**config.mk**
```make
export PLATFORM = sky130hd
export DESIGN_NAME = tmp2_sampler
export DESIGN_NICKNAME = d
export VERILOG_FILES = /design/src/rtl/tmp2_sampler.sv
export SDC_FILE = /design/constraint.sdc
export NUM_CORES = 1
export LEC_CHECK = 0
export ABC_CLOCK_PERIOD_IN_PS = 2250
export CORE_MARGIN = 4
export CORE_UTILIZATION = 45
export CTS_CLUSTER_SIZE = 40
export DETAILED_ROUTE_END_ITERATION = 6
export PLACE_DENSITY = 0.8
export SYNTH_ARGS = -nofsm -noshare
export SYNTH_HDL_FRONTEND = slang
export SYNTH_SLANG_ARGS = --single-unit
```
**constraint.sdc**
```tcl
create_clock -name clk -period 2.25 [get_ports clk]
set_input_delay 0.225 -clock clk [delete_from_list [all_inputs] [get_ports clk]]
set_output_delay 0.225 -clock clk [all_outputs]
set_load 0.05 [all_outputs]
```
**src/rtl/tmp2_sampler.sv**
```systemverilog
// -----------------------------------------------------------------------------
// tmp2_sampler
// Control stage for the Pmod TMP2 interface. Periodically (or on demand)
// requests a temperature read, waits for the interface to finish it,
// normalises the reading to signed 1/128 degC and keeps min/max/count
// statistics plus high/low threshold alarms.
//
// Optional feature: define TMP2_SAMPLER_AVG_EN to build the exponential
// average on avg_o; without it avg_o is tied to zero.
//
// Ports:
//   clk, rst            system clock, synchronous active-low reset
//   enable              1 = periodic sampling runs
//   sample_now          one-cycle pulse, request a sample immediately (IDLE only)
//   clear_stats         one-cycle pulse, clear min/max/count/avg
//   resolution          1 = 16-bit sensor mode, 0 = 13-bit mode
//   busy_i, valid_i,
//   temperature_i       from the TMP2 interface
//   high_thr, low_thr   signed alarm thresholds, 1/128 degC
//   update_o            request strobe to the TMP2 interface
//   temp_o, temp_valid  last temperature and its one-cycle update strobe
//   min_o, max_o, avg_o statistics since clear
//   sample_count        samples since clear, saturating
//   alarm_high/low      last temp_o above high_thr / below low_thr
//   timeout_o           sticky, a request timed out
//   retry_o             one-cycle strobe when a request is re-issued
// -----------------------------------------------------------------------------
module tmp2_sampler #(
    parameter int unsigned PERIOD_CYCLES  = 100000000,
    parameter int unsigned TIMEOUT_CYCLES = 1000000,
    parameter int unsigned AVG_LOG2       = 3
) (
    input  logic        clk,
    input  logic        rst,
    input  logic        enable,
    input  logic        sample_now,
    input  logic        clear_stats,
    input  logic        resolution,
    input  logic        busy_i,
    input  logic        valid_i,
    input  logic [15:0] temperature_i,
    input  logic [15:0] high_thr,
    input  logic [15:0] low_thr,
    output logic        update_o,
    output logic [15:0] temp_o,
    output logic        temp_valid,
    output logic [15:0] min_o,
    output logic [15:0] max_o,
    output logic [15:0] avg_o,
    output logic [15:0] sample_count,
    output logic        alarm_high,
    output logic        alarm_low,
    output logic        timeout_o,
    output logic        retry_o
);

    localparam int unsigned CNT_W  = 32;
    localparam int unsigned DATA_W = 16;

    localparam logic [CNT_W-1:0]  PERIOD_LAST  = CNT_W'(PERIOD_CYCLES - 1);
    localparam logic [CNT_W-1:0]  TIMEOUT_LAST = CNT_W'(TIMEOUT_CYCLES - 1);
    localparam logic [DATA_W-1:0] MIN_INIT     = 16'h7FFF;
    localparam logic [DATA_W-1:0] MAX_INIT     = 16'h8000;
    localparam logic [DATA_W-1:0] COUNT_MAX    = 16'hFFFF;

    // Elaboration-time sanity check on the configuration.
    if (PERIOD_CYCLES < 16 || AVG_LOG2 > 15) begin : g_bad_param
        $error("tmp2_sampler: PERIOD_CYCLES must be >= 16 and AVG_LOG2 <= 15");
    end

    typedef enum logic [2:0] {
        IDLE       = 3'd0,
        REQ        = 3'd1,
        WAIT_START = 3'd2,
        WAIT_DATA  = 3'd3,
        CAPTURE    = 3'd4
    } state_t;

    state_t              state_q, state_d;
    logic [CNT_W-1:0]    period_cnt_q, period_cnt_d;
    logic [CNT_W-1:0]    timeout_cnt_q, timeout_cnt_d;
    logic                valid_prev_q, valid_prev_d;
    logic                update_q, update_d;
    logic                timeout_q, timeout_d;
    logic                retry_q, retry_d;
    logic                temp_valid_q, temp_valid_d;
    logic [DATA_W-1:0]   temp_q, temp_d;
    logic [DATA_W-1:0]   min_q, min_d;
    logic [DATA_W-1:0]   max_q, max_d;
    logic [DATA_W-1:0]   count_q, count_d;
    logic                alarm_high_q, alarm_high_d;
    logic                alarm_low_q, alarm_low_d;

    logic [DATA_W-1:0]   sample_new;
    logic                timed_out;

    // Reading normalised to 1/128 degC; 13-bit mode clears the flag bits.
    assign sample_new = resolution ? temperature_i : {temperature_i[15:3], 3'b000};

    // Request phases share one watchdog; it expires on the last allowed cycle.
    assign timed_out = ((state_q == REQ) || (state_q == WAIT_START) || (state_q == WAIT_DATA))
                       && (timeout_cnt_q == TIMEOUT_LAST);

    // Sequencer: next state, counters, handshake strobes.
    always_comb begin
        state_d       = state_q;
        period_cnt_d  = '0;
        timeout_cnt_d = timeout_cnt_q;
        timeout_d     = timeout_q;
        retry_d       = 1'b0;
        temp_valid_d  = 1'b0;
        valid_prev_d  = valid_i;

        unique case (state_q)
            IDLE: begin
                if (sample_now || (enable && (period_cnt_q == PERIOD_LAST))) begin
                    state_d       = REQ;
                    timeout_cnt_d = '0;
                end else if (enable) begin
                    period_cnt_d = period_cnt_q + CNT_W'(1);
                end
            end
            REQ: begin
                timeout_cnt_d = timeout_cnt_q + CNT_W'(1);
                if (timed_out) begin
                    timeout_d = 1'b1;
                    state_d   = IDLE;
                end else if (busy_i) begin
                    state_d = WAIT_START;
                end
            end
            WAIT_START: begin
                timeout_cnt_d = timeout_cnt_q + CNT_W'(1);
                if (timed_out) begin
                    timeout_d = 1'b1;
                    state_d   = IDLE;
                end else if (!valid_i) begin
                    state_d = WAIT_DATA;
                end
            end
            WAIT_DATA: begin
                timeout_cnt_d = timeout_cnt_q + CNT_W'(1);
                if (timed_out) begin
                    timeout_d = 1'b1;
                    state_d   = IDLE;
                end else if (!valid_prev_q && valid_i) begin
                    state_d = CAPTURE;
                end else if (!busy_i && !valid_i) begin
                    // Interface finished without data: it was a config write.
                    retry_d = 1'b1;
                    state_d = REQ;
                end
            end
            CAPTURE: begin
                temp_valid_d = 1'b1;
                state_d      = IDLE;
            end
            default: begin
                state_d = IDLE;
            end
        endcase
    end

    // update_o is high for every cycle spent in REQ.
    assign update_d = (state_d == REQ);

    // Sample, statistics and alarm update.
    always_comb begin
        temp_d       = temp_q;
        min_d        = min_q;
        max_d        = max_q;
        count_d      = count_q;
        alarm_high_d = alarm_high_q;
        alarm_low_d  = alarm_low_q;

        if (state_q == CAPTURE) begin
            temp_d       = sample_new;
            alarm_high_d = $signed(sample_new) > $signed(high_thr);
            alarm_low_d  = $signed(sample_new) < $signed(low_thr);
            if (clear_stats) begin
                // Clear and capture together: the new sample seeds the stats.
                min_d   = sample_new;
                max_d   = sample_new;
                count_d = 16'd1;
            end else begin
                if ($signed(sample_new) < $signed(min_q)) begin
                    min_d = sample_new;
                end
                if ($signed(sample_new) > $signed(max_q)) begin
                    max_d = sample_new;
                end
                if (count_q != COUNT_MAX) begin
                    count_d = count_q + 16'd1;
                end
            end
        end else if (clear_stats) begin
            min_d   = MIN_INIT;
            max_d   = MAX_INIT;
            count_d = '0;
        end
    end

    // State and output registers.
    always_ff @(posedge clk) begin
        if (!rst) begin
            state_q       <= IDLE;
            period_cnt_q  <= '0;
            timeout_cnt_q <= '0;
            valid_prev_q  <= 1'b0;
            update_q      <= 1'b0;
            timeout_q     <= 1'b0;
            retry_q       <= 1'b0;
            temp_valid_q  <= 1'b0;
            temp_q        <= '0;
            min_q         <= MIN_INIT;
            max_q         <= MAX_INIT;
            count_q       <= '0;
            alarm_high_q  <= 1'b0;
            alarm_low_q   <= 1'b0;
        end else begin
            state_q       <= state_d;
            period_cnt_q  <= period_cnt_d;
            timeout_cnt_q <= timeout_cnt_d;
            valid_prev_q  <= valid_prev_d;
            update_q      <= update_d;
            timeout_q     <= timeout_d;
            retry_q       <= retry_d;
            temp_valid_q  <= temp_valid_d;
            temp_q        <= temp_d;
            min_q         <= min_d;
            max_q         <= max_d;
            count_q       <= count_d;
            alarm_high_q  <= alarm_high_d;
            alarm_low_q   <= alarm_low_d;
        end
    end

`ifdef TMP2_SAMPLER_AVG_EN
    logic [DATA_W-1:0]   avg_q, avg_d;
    logic signed [16:0]  avg_diff;
    logic signed [16:0]  avg_step;
    logic signed [16:0]  avg_sum;

    // Exponential average in 17-bit signed arithmetic; the sum always lies
    // between old average and new sample, so truncation to 16 bits is exact.
    always_comb begin
        avg_diff = $signed({sample_new[15], sample_new}) - $signed({avg_q[15], avg_q});
        avg_step = avg_diff >>> AVG_LOG2;
        avg_sum  = $signed({avg_q[15], avg_q}) + avg_step;
        avg_d    = avg_q;
        if (state_q == CAPTURE) begin
            if (clear_stats || (count_q == '0)) begin
                avg_d = sample_new;
            end else begin
                avg_d = 16'(avg_sum);
            end
        end else if (clear_stats) begin
            avg_d = '0;
        end
    end

    always_ff @(posedge clk) begin
        if (!rst) begin
            avg_q <= '0;
        end else begin
            avg_q <= avg_d;
        end
    end

    assign avg_o = avg_q;
`else
    assign avg_o = '0;
`endif

    assign update_o     = update_q;
    assign temp_o       = temp_q;
    assign temp_valid   = temp_valid_q;
    assign min_o        = min_q;
    assign max_o        = max_q;
    assign sample_count = count_q;
    assign alarm_high   = alarm_high_q;
    assign alarm_low    = alarm_low_q;
    assign timeout_o    = timeout_q;
    assign retry_o      = retry_q;

endmodule

```
## Word-level counts from Yosys, hierarchy flattened

Cells that the tools add are included.

| storage, ports and cells | value |
|---|---|
| word-level logic and storage cells | 84 |
| input bits | 56 |
| output and inout port bits | 86 |
| bits in registers | 138 |

| cells by class | value |
|---|---|
| multiplexer cells | 26 |
| add/sub/neg operators | 3 |
| $lt $le $gt $ge | 4 |
| bitwise gates (word level) | 4 |
| reduce and logical (&&, ||, !) cells | 24 |
| eq/ne operators | 9 |

Operator list:

| cell | count |
|---|---|
| $mux 16 | 12 |
| $add 32x1->32 const B | 2 |
| $pmux 32 s2 | 1 |
| $eq 32x20->1 const B | 1 |
| $eq 32x27->1 const B | 1 |
| $gt 16x16->1 | 2 |
| $lt 16x16->1 | 2 |
| $mux 32 | 1 |
| $mux 3 | 9 |
| $add 16x1->16 const B | 1 |
| $ne 16x16->1 const B | 1 |
| $pmux 3 s4 | 1 |
| $reduce_and 2->1 | 5 |
| $reduce_bool 2->1 | 5 |
| $reduce_or 4->1 | 2 |
| $eq 3x1->1 const B | 2 |
| $eq 3x2->1 const B | 2 |
| $logic_and 1x1->1 | 4 |
| $not 1->1 | 4 |
| $eq 3x3->1 const B | 1 |
| $logic_not 1->1 | 3 |
| $logic_not 3->1 | 1 |
| $logic_or 1x1->1 | 3 |
| $reduce_or 3->1 | 1 |
| other kinds (2) | 3 |

## Depth between registers and ports, before layout

Gate-level depths: netlist (run 1).

| logic depth | value |
|---|---|
| depth after elaboration | 7 |
| gate-level depth with buffers | 10 |
| depth with buffers taken out | 9 |

## Least setup slack after synthesis (run 1)

Ideal clock, no wire load.

| timing | value |
|---|---|
| path type | reg-to-reg |
| from | register max_q[15] (netlist: max_o[15]) |
| to | register max_q[10] (netlist: max_o[10]) |
| stages on the path, launching flop included | 10 |
| path buffers | 1 |
| setup slack | -0.292 ns |
| clock period less this slack | 2.542 ns |
| required time | 2.178 ns |
| setup time | 0.072 ns |
| arrival time | 2.471 ns |
| cells stage by stage | dfxtp_1 > inv_1 > ha_1 > nand4_2 > nor4_4 > o221ai_2 > a211o_4 > nand2_4 > buf_12 > mux2i_1 |

| between the ends | value |
|---|---|
| longest elaborated chain between the ends | 3 |

Ends and longest elaborated chain:

| what | line | text |
|---|---|---|
| start: declaration | 89 | `logic [DATA_W-1:0] max_q, max_d;` |
| start signal: assignment | 231 | `max_q <= max_d;` |
| $gt 16x16->1 | 189 | `if ($signed(sample_new) > $signed(max_q)) begin` |
| $reduce_bool 2->1 (no line) | - |  |
| $reduce_and 2->1 (no line) | - |  |

Every way passes these cells.
A chain may end at the register's enable or synchronous reset.

## Final worst setup path (run 1)

| timing | value |
|---|---|
| from | register max_q[11] (netlist: max_o[11]) |
| to | register max_q[1] (netlist: max_o[1]) |

Same word-level chain as after synthesis.

==> results of run 1 <==
[cells in the final DEF, fill, tap and decap left out, drive strengths merged, types with 32 or more instances in the layout]
master / n
dfxtp: 138
nand2: 115
clkdlybuf4s50: 122
buf: 69
a21oi: 42
ha: 58
inv: 76
nor2: 87
nand4: 32
nand3: 48
[worst max-delay path, delay by kind of cell (launching register included)]
family,cells,cell delay (ns)
AO/OA/AOI/OAI,4,0.91
AND/OR/NAND/NOR,2,0.42
flip-flops,1,0.36
adder cells (fa/ha/maj),1,0.28
buffers and inverters,2,0.21
[area by class of cell]
type | instances | area [um2] | share of cell area
multi-input combinational | 668 | 4610 | 0.440
sequential | 138 | 2810 | 0.267
timing repair buffer | 194 | 1830 | 0.174
clock buffer | 23 | 520 | 0.0496
inverter | 77 | 292 | 0.0278
tap | 220 | 275 | 0.0262
clock inverter | 9 | 155 | 0.0148
[stage by stage]
step,area (um2),std cells
detailed placement,9590,1293
global placement,9590,1293
CTS,10300,1326
global route,10500,1329
floorplan,7800,928
finish,10500,1329
[cells by family after synthesis]
group                    share of synthesized area
flip-flops                                   0.359
buffers and inverters                       0.0729
other                                     0.000487
multiplexers                                0.0182
adder cells (fa/ha/maj)                     0.0942
AND/OR/NAND/NOR                              0.243
XOR/XNOR                                    0.0489
AO/OA/AOI/OAI                                0.163
[metal layers]
metal,track usage,share of wire,vias up,wire (um)
li1,-,-,3586,-
met1,0.262,0.44,3465,9490
met2,0.366,0.48,243,10400
met3,0.0493,0.054,49,1160
met4,0.0829,0.025,0,551
met5,0,0,-,0
[flip-flops by register name, summed over array words and instances, names as in the netlist, 3 cells and up]
signal         flops
max_o             16
min_o             16
period_cnt_q      32
sample_count      16
state_q            3
temp_o            16
timeout_cnt_q     32
[timing repair]
action | CTS | global route
endpoints found under the setup margin | 14 | 32
pin swaps | 2 | 11
gates resized for setup | 8 | 25
setup buffers | 1 | 3
[final timing paths]
check,startpoint,to,slack (ns),cells after the start
max,max_o[11],max_o[1],-0.02,9
min,temperature_i[13],temp_o[13],0.36,4
max reg2reg,max_o[11],max_o[1],-0.02,9
min reg2reg,temp_o[0],temp_o[0],0.45,2
[where the power goes]
part | leakage [nW] | switching [mW] | total (mW) | internal, mW
registers | 1.12 | 0.0120 | 2.46 | 2.45
logic | 2.68 | 0.404 | 0.722 | 0.318
clock network | 0.330 | 1.05 | 3.13 | 2.08
total | 4.12 | 1.47 | 6.31 | 4.84
==> results.py, run 1 <==
metrics = {
    "run_status": {
        "status": "complete, but fails checks",
        "violations": "negative setup slack",
    },
    "routing": {
        "drcViolationCount": 0,
        "drtIter0Drc": 449,
        "via_count": 7343,
        "first_pass_iters": 6,
        "antenna_left": 0,
        "vias_per_cell": 5.53,
        "routedWlPerCell_um": 16.3,
        "wirelength_um": 21600,
    },
    "worst_setup_path": {
        "critical_path.max_fanout": 4,
        "cp-end-kind": "register",
        "start_kind": "register",
        "slowest_delay_ns": 0.41,
        "cp_data_required_time_ns": 2.59,
        "arrival_ns": 2.61,
        "crit_chain": "inv_1 -> ha_4 -> nand4_4 -> nor4_4 -> o221ai_2 -> a211o_4 -> buf_6 -> a21o_1 -> a21oi_2",
        "cpMaxStageDelayCell": "a211o_4",
        "worstSetupPathType": "register to register",
    },
    "synth": {
        "synth_seq_cells": 138,
        "yosys.area.top_type": "dfxtp_1",
        "synth.distinct_cells": 83,
        "synth_cells": 913,
        "async_reset_ff_frac": 0,
        "synth-main-ff-cell": "dfxtp_1",
        "synth-edff-count": 0,
        "syn_avg_cell_area_um2": 8.43,
        "synth-seq-area-share": 0.359,
        "ys_warn_count": 0,
        "yosysMostFrequentCell": "dfxtp_1",
        "syn_area_um2": 7700,
        "synth_common_cells": "138 x dfxtp_1, 113 x nand2_1, 86 x nor2_1",
        "synthTopCellsByArea": "dfxtp_1 36%, ha_1 9.4%, nand2_1 5.5%",
        "yosysTopAreaCellShare": 0.359,
    },
    "sta": {
        "period_minus_slack_ns": 2.27,
        "setup_viol_count_final": 2,
        "skew_ns": 0.00696,
        "rsz0062_at_grt": "yes",
        "layout_setup_ws_ns": -0.0187,
        "worst_pin_slew_ns": 0.595,
        "fin_hold_ws_ns": 0.359,
        "fin_crit_sh": 1.01,
        "hold_viol": 0,
        "tns_ns": -0.0238,
        "slew_headroom": 0.602,
        "drv_slew": 0,
        "fmax_mhz": 441,
    },
    "global_routing": {
        "grt_pass1_wl_um": 34500,
        "overflow": 0,
        "grt_pass1_vias": 7184,
        "grt_max_degree": 33,
        "grt_usage": 0.214,
        "grt_antenna_before_repair": 0,
    },
    "clock_tree": {
        "clockBufferDepth": 2,
        "clk_pin_slew_worst_paths_ns": 0.06,
        "hold_buffers": 0,
        "clockRootBuffer": "clkbuf_16",
        "h-tree-depth": 4,
        "cts_tree": "done",
        "clock_sinks": 138,
        "cts_buffers": 17,
        "clk_latency_ns": 0.42,
    },
    "power_and_ir_drop": {
        "total_power_mw": 6.31,
        "ir_drop_mv": 0.545,
        "p_per_area_nw_per_um2": 601,
        "leakagePower_nw": 4.12,
    },
    "floorplanning": {
        "die_w_um": 139,
        "die-height_um": 139,
        "num_rows": 47,
        "io_pins": 142,
        "start_util": 0.461,
        "fp.dieArea_um2": 19300,
        "core_um2": 16700,
    },
    "placed_design": {
        "post-dp-hpwl_um": 15500,
        "place.gp.congestion": 0.873,
        "port_buffers": 125,
        "dpl_worst_slack_ns": -0.412,
    },
    "final_layout": {
        "area_delta_synth_final_pct": 36.2,
        "n_fill_cell": 1354,
        "num-nets-final": 1210,
        "antenna_cells": 0,
        "drive_above_1_share": 0.154,
        "final_core_util": 0.628,
    },
    "worst_hold_path": {
        "hold_class": "input pin to register",
    },
    "flow_run": {
        "cap_violations": 0,
    },
}
Power figures use the tool's default switching activity.
==> run 2, diff against run 1 <==
--- a/config.mk
+++ b/config.mk
@@ -7,10 +7,10 @@
 export LEC_CHECK = 0
 export ABC_CLOCK_PERIOD_IN_PS = 2250
 export CORE_MARGIN = 4
-export CORE_UTILIZATION = 45
+export CORE_UTILIZATION = 31
 export CTS_CLUSTER_SIZE = 40
 export DETAILED_ROUTE_END_ITERATION = 6
-export PLACE_DENSITY = 0.8
+export PLACE_DENSITY = 0.61
 export SYNTH_ARGS = -nofsm -noshare
 export SYNTH_HDL_FRONTEND = slang
 export SYNTH_SLANG_ARGS = --single-unit
==> run 2 against run 1 <==
Compared with the run above:
- the run now ends clean
- global-route usage shrank 6.0 points
- combinational power shrank 3.5%
- total power shrank 4.4%
- utilization shrank 20 points
- largest power group unchanged
==> results.py, run 2 (same netlist as run 1, synthesis figures left out) <==
metrics = {
    "final_layout": {
        "final_core_util": 0.431,
        "antenna_cells": 0,
        "reg_top3": "period_cnt_q x32, timeout_cnt_q x32",
        "final_common_cell": "clkdlybuf4s50_1",
        "area_delta_synth_final_pct": 36.6,
        "final_cell_mix": "122 x clkdlybuf4s50_1, 118 x dfxtp_1, 113 x nand2_1, 85 x nor2_1, 71 x inv_1",
        "drive_above_1_share": 0.154,
        "num-nets-final": 1213,
    },
    "floorplanning": {
        "fp.dieArea_um2": 27400,
        "io_pins": 142,
        "core_um2": 24400,
        "num_rows": 57,
        "start_util": 0.316,
        "die_w_um": 166,
        "die-height_um": 166,
    },
    "global_routing": {
        "overflow": 0,
        "grt_max_degree": 33,
        "grt_pass1_vias": 6841,
        "grt_usage": 0.155,
        "grt_pass1_wl_um": 35300,
        "grt_antenna_before_repair": 0,
    },
    "sta": {
        "fin_hold_ws_ns": 0.332,
        "setup_viol_count_final": 0,
        "skew_ns": 0.0123,
        "period_minus_slack_ns": 2.18,
        "worst_pin_slew_ns": 0.598,
        "hold_viol": 0,
        "fin_crit_sh": 0.970,
        "rsz0062_at_grt": "yes",
        "slew_headroom": 0.600,
        "drv_slew": 0,
        "fmax_mhz": 458,
    },
    "routing": {
        "routedWlPerCell_um": 15.2,
        "via_count": 7064,
        "vias_per_cell": 4.92,
        "wirelength_um": 21800,
        "antenna_left": 0,
        "drcViolationCount": 0,
        "first_pass_iters": 5,
        "drtIter0Drc": 410,
    },
    "run_status": {
        "status": "complete, no violations",
    },
    "worst_setup_path": {
        "slowest_delay_ns": 0.39,
        "crit_chain": "inv_1 -> ha_4 -> nand4_4 -> nor4_4 -> o221ai_2 -> a211o_4 -> buf_6 -> a21o_1 -> a21oi_2",
        "arrival_ns": 2.52,
        "cpMaxStageDelayCell": "a211o_4",
        "worstSetupPathType": "register to register",
        "critical_path.max_fanout": 4,
        "cp-end-kind": "register",
        "cp_data_required_time_ns": 2.59,
        "start_kind": "register",
    },
    "worst_hold_path": {
        "hold_class": "input pin to register",
    },
    "power_and_ir_drop": {
        "p_per_area_nw_per_um2": 573,
        "total_power_mw": 6.03,
        "ir_drop_mv": 0.414,
        "leakagePower_nw": 4.10,
    },
    "clock_tree": {
        "clockRootBuffer": "clkbuf_16",
        "cts_tree": "done",
        "h-tree-depth": 4,
        "clk_latency_ns": 0.42,
        "clock_sinks": 138,
        "clk_pin_slew_worst_paths_ns": 0.06,
        "clockBufferDepth": 2,
        "cts_buffers": 17,
    },
    "placed_design": {
        "port_buffers": 125,
        "place.gp.congestion": 0.848,
        "post-dp-hpwl_um": 16300,
    },
    "flow_run": {
        "cap_violations": 0,
    },
}
[run 2: cell types whose count changed in the layout (fill, tap and decap cells not counted), sizes merged]
cell          before  now
inv               76   81
buf               69   72
bufinv             4    1
clkbuf            23   20
clkinv             5    6
dlygate4sd2        1    0
dlymetal6s2s       2    3
[run 2: path summary, 6_finish.rpt]
check / startpoint / end / slack, ns / cells past startpoint
max reg2reg: max_o[9] / max_o[1] / 0.07 / 9
min reg2reg: temp_o[5] / temp_o[5] / 0.45 / 2
min: temperature_i[13] / max_o[13] / 0.33 / 4
max: max_o[9] / max_o[1] / 0.07 / 9
[run 2: metrics by stage]
step	setup TNS (ns)	setup WS (ns)	cells	area [um2]
after floorplan	0	0.00258	928	7800
after CTS	0	0.00475	1433	10400
after global routing	-0.749	-0.0585	1436	10500
after detailed placement	-11.62	-0.393	1399	9710
final	0	0.0677	1436	10500
after global placement	-9.27	-0.312	1399	9710
[run 2: critical path: cells and delay by family (launching register included)]
| kind | cells | cell delay, ns |
|---|---|---|
| DFF | 1 | 0.34 |
| buffers and inverters | 2 | 0.19 |
| adders and majority gates | 1 | 0.28 |
| and+or+nand+nor | 2 | 0.46 |
| AOI/OAI and AO/OA | 4 | 0.81 |
[run 2: layout make-up]
class / instances / area [um2]
multi-input cells: 668 / 4580
well taps: 324 / 405
clock buffers: 20 / 489
fillers: 2386 / 13900
clock inverters: 12 / 125
repair buffers: 197 / 1830
flip-flops and latches: 138 / 2810
inverters: 77 / 289
[run 2: what timing repair did]
action / in CTS / in global routing
gates resized for setup: 8 / 19
pin swaps: 2 / 7
endpoints found under the setup margin: 16 / 32
buffers inserted: 2 / 3
hold buffers: 0 / 0
[run 2: where the power goes]
part           switching [mW]  leakage (nW)  internal, mW
sequential             0.0161          1.12          2.45
clock                    1.16         0.299          1.71
combinational           0.390          2.68         0.307
[run 2: routing by layer]
layer / track usage / routed length (um) / vias to the layer above
met1: 0.204 / 10300 / 3294
met5: 0 / 0 / -
met2: 0.249 / 9960 / 155
li1: - / - / 3588
met3: 0.0467 / 1180 / 27
met4: 0.0384 / 344 / 0
==> run 3, diff against run 2 <==
--- a/config.mk
+++ b/config.mk
@@ -6,10 +6,12 @@
 export NUM_CORES = 1
 export LEC_CHECK = 0
 export ABC_CLOCK_PERIOD_IN_PS = 2250
+export CAP_MARGIN = 40
 export CORE_MARGIN = 4
 export CORE_UTILIZATION = 31
 export CTS_CLUSTER_SIZE = 40
 export DETAILED_ROUTE_END_ITERATION = 6
+export HOLD_SLACK_MARGIN = 0.08
 export PLACE_DENSITY = 0.61
 export SYNTH_ARGS = -nofsm -noshare
 export SYNTH_HDL_FRONTEND = slang
==> results of run 3 <==
No change in the layout: final DEF, timing and power equal those of run 2.
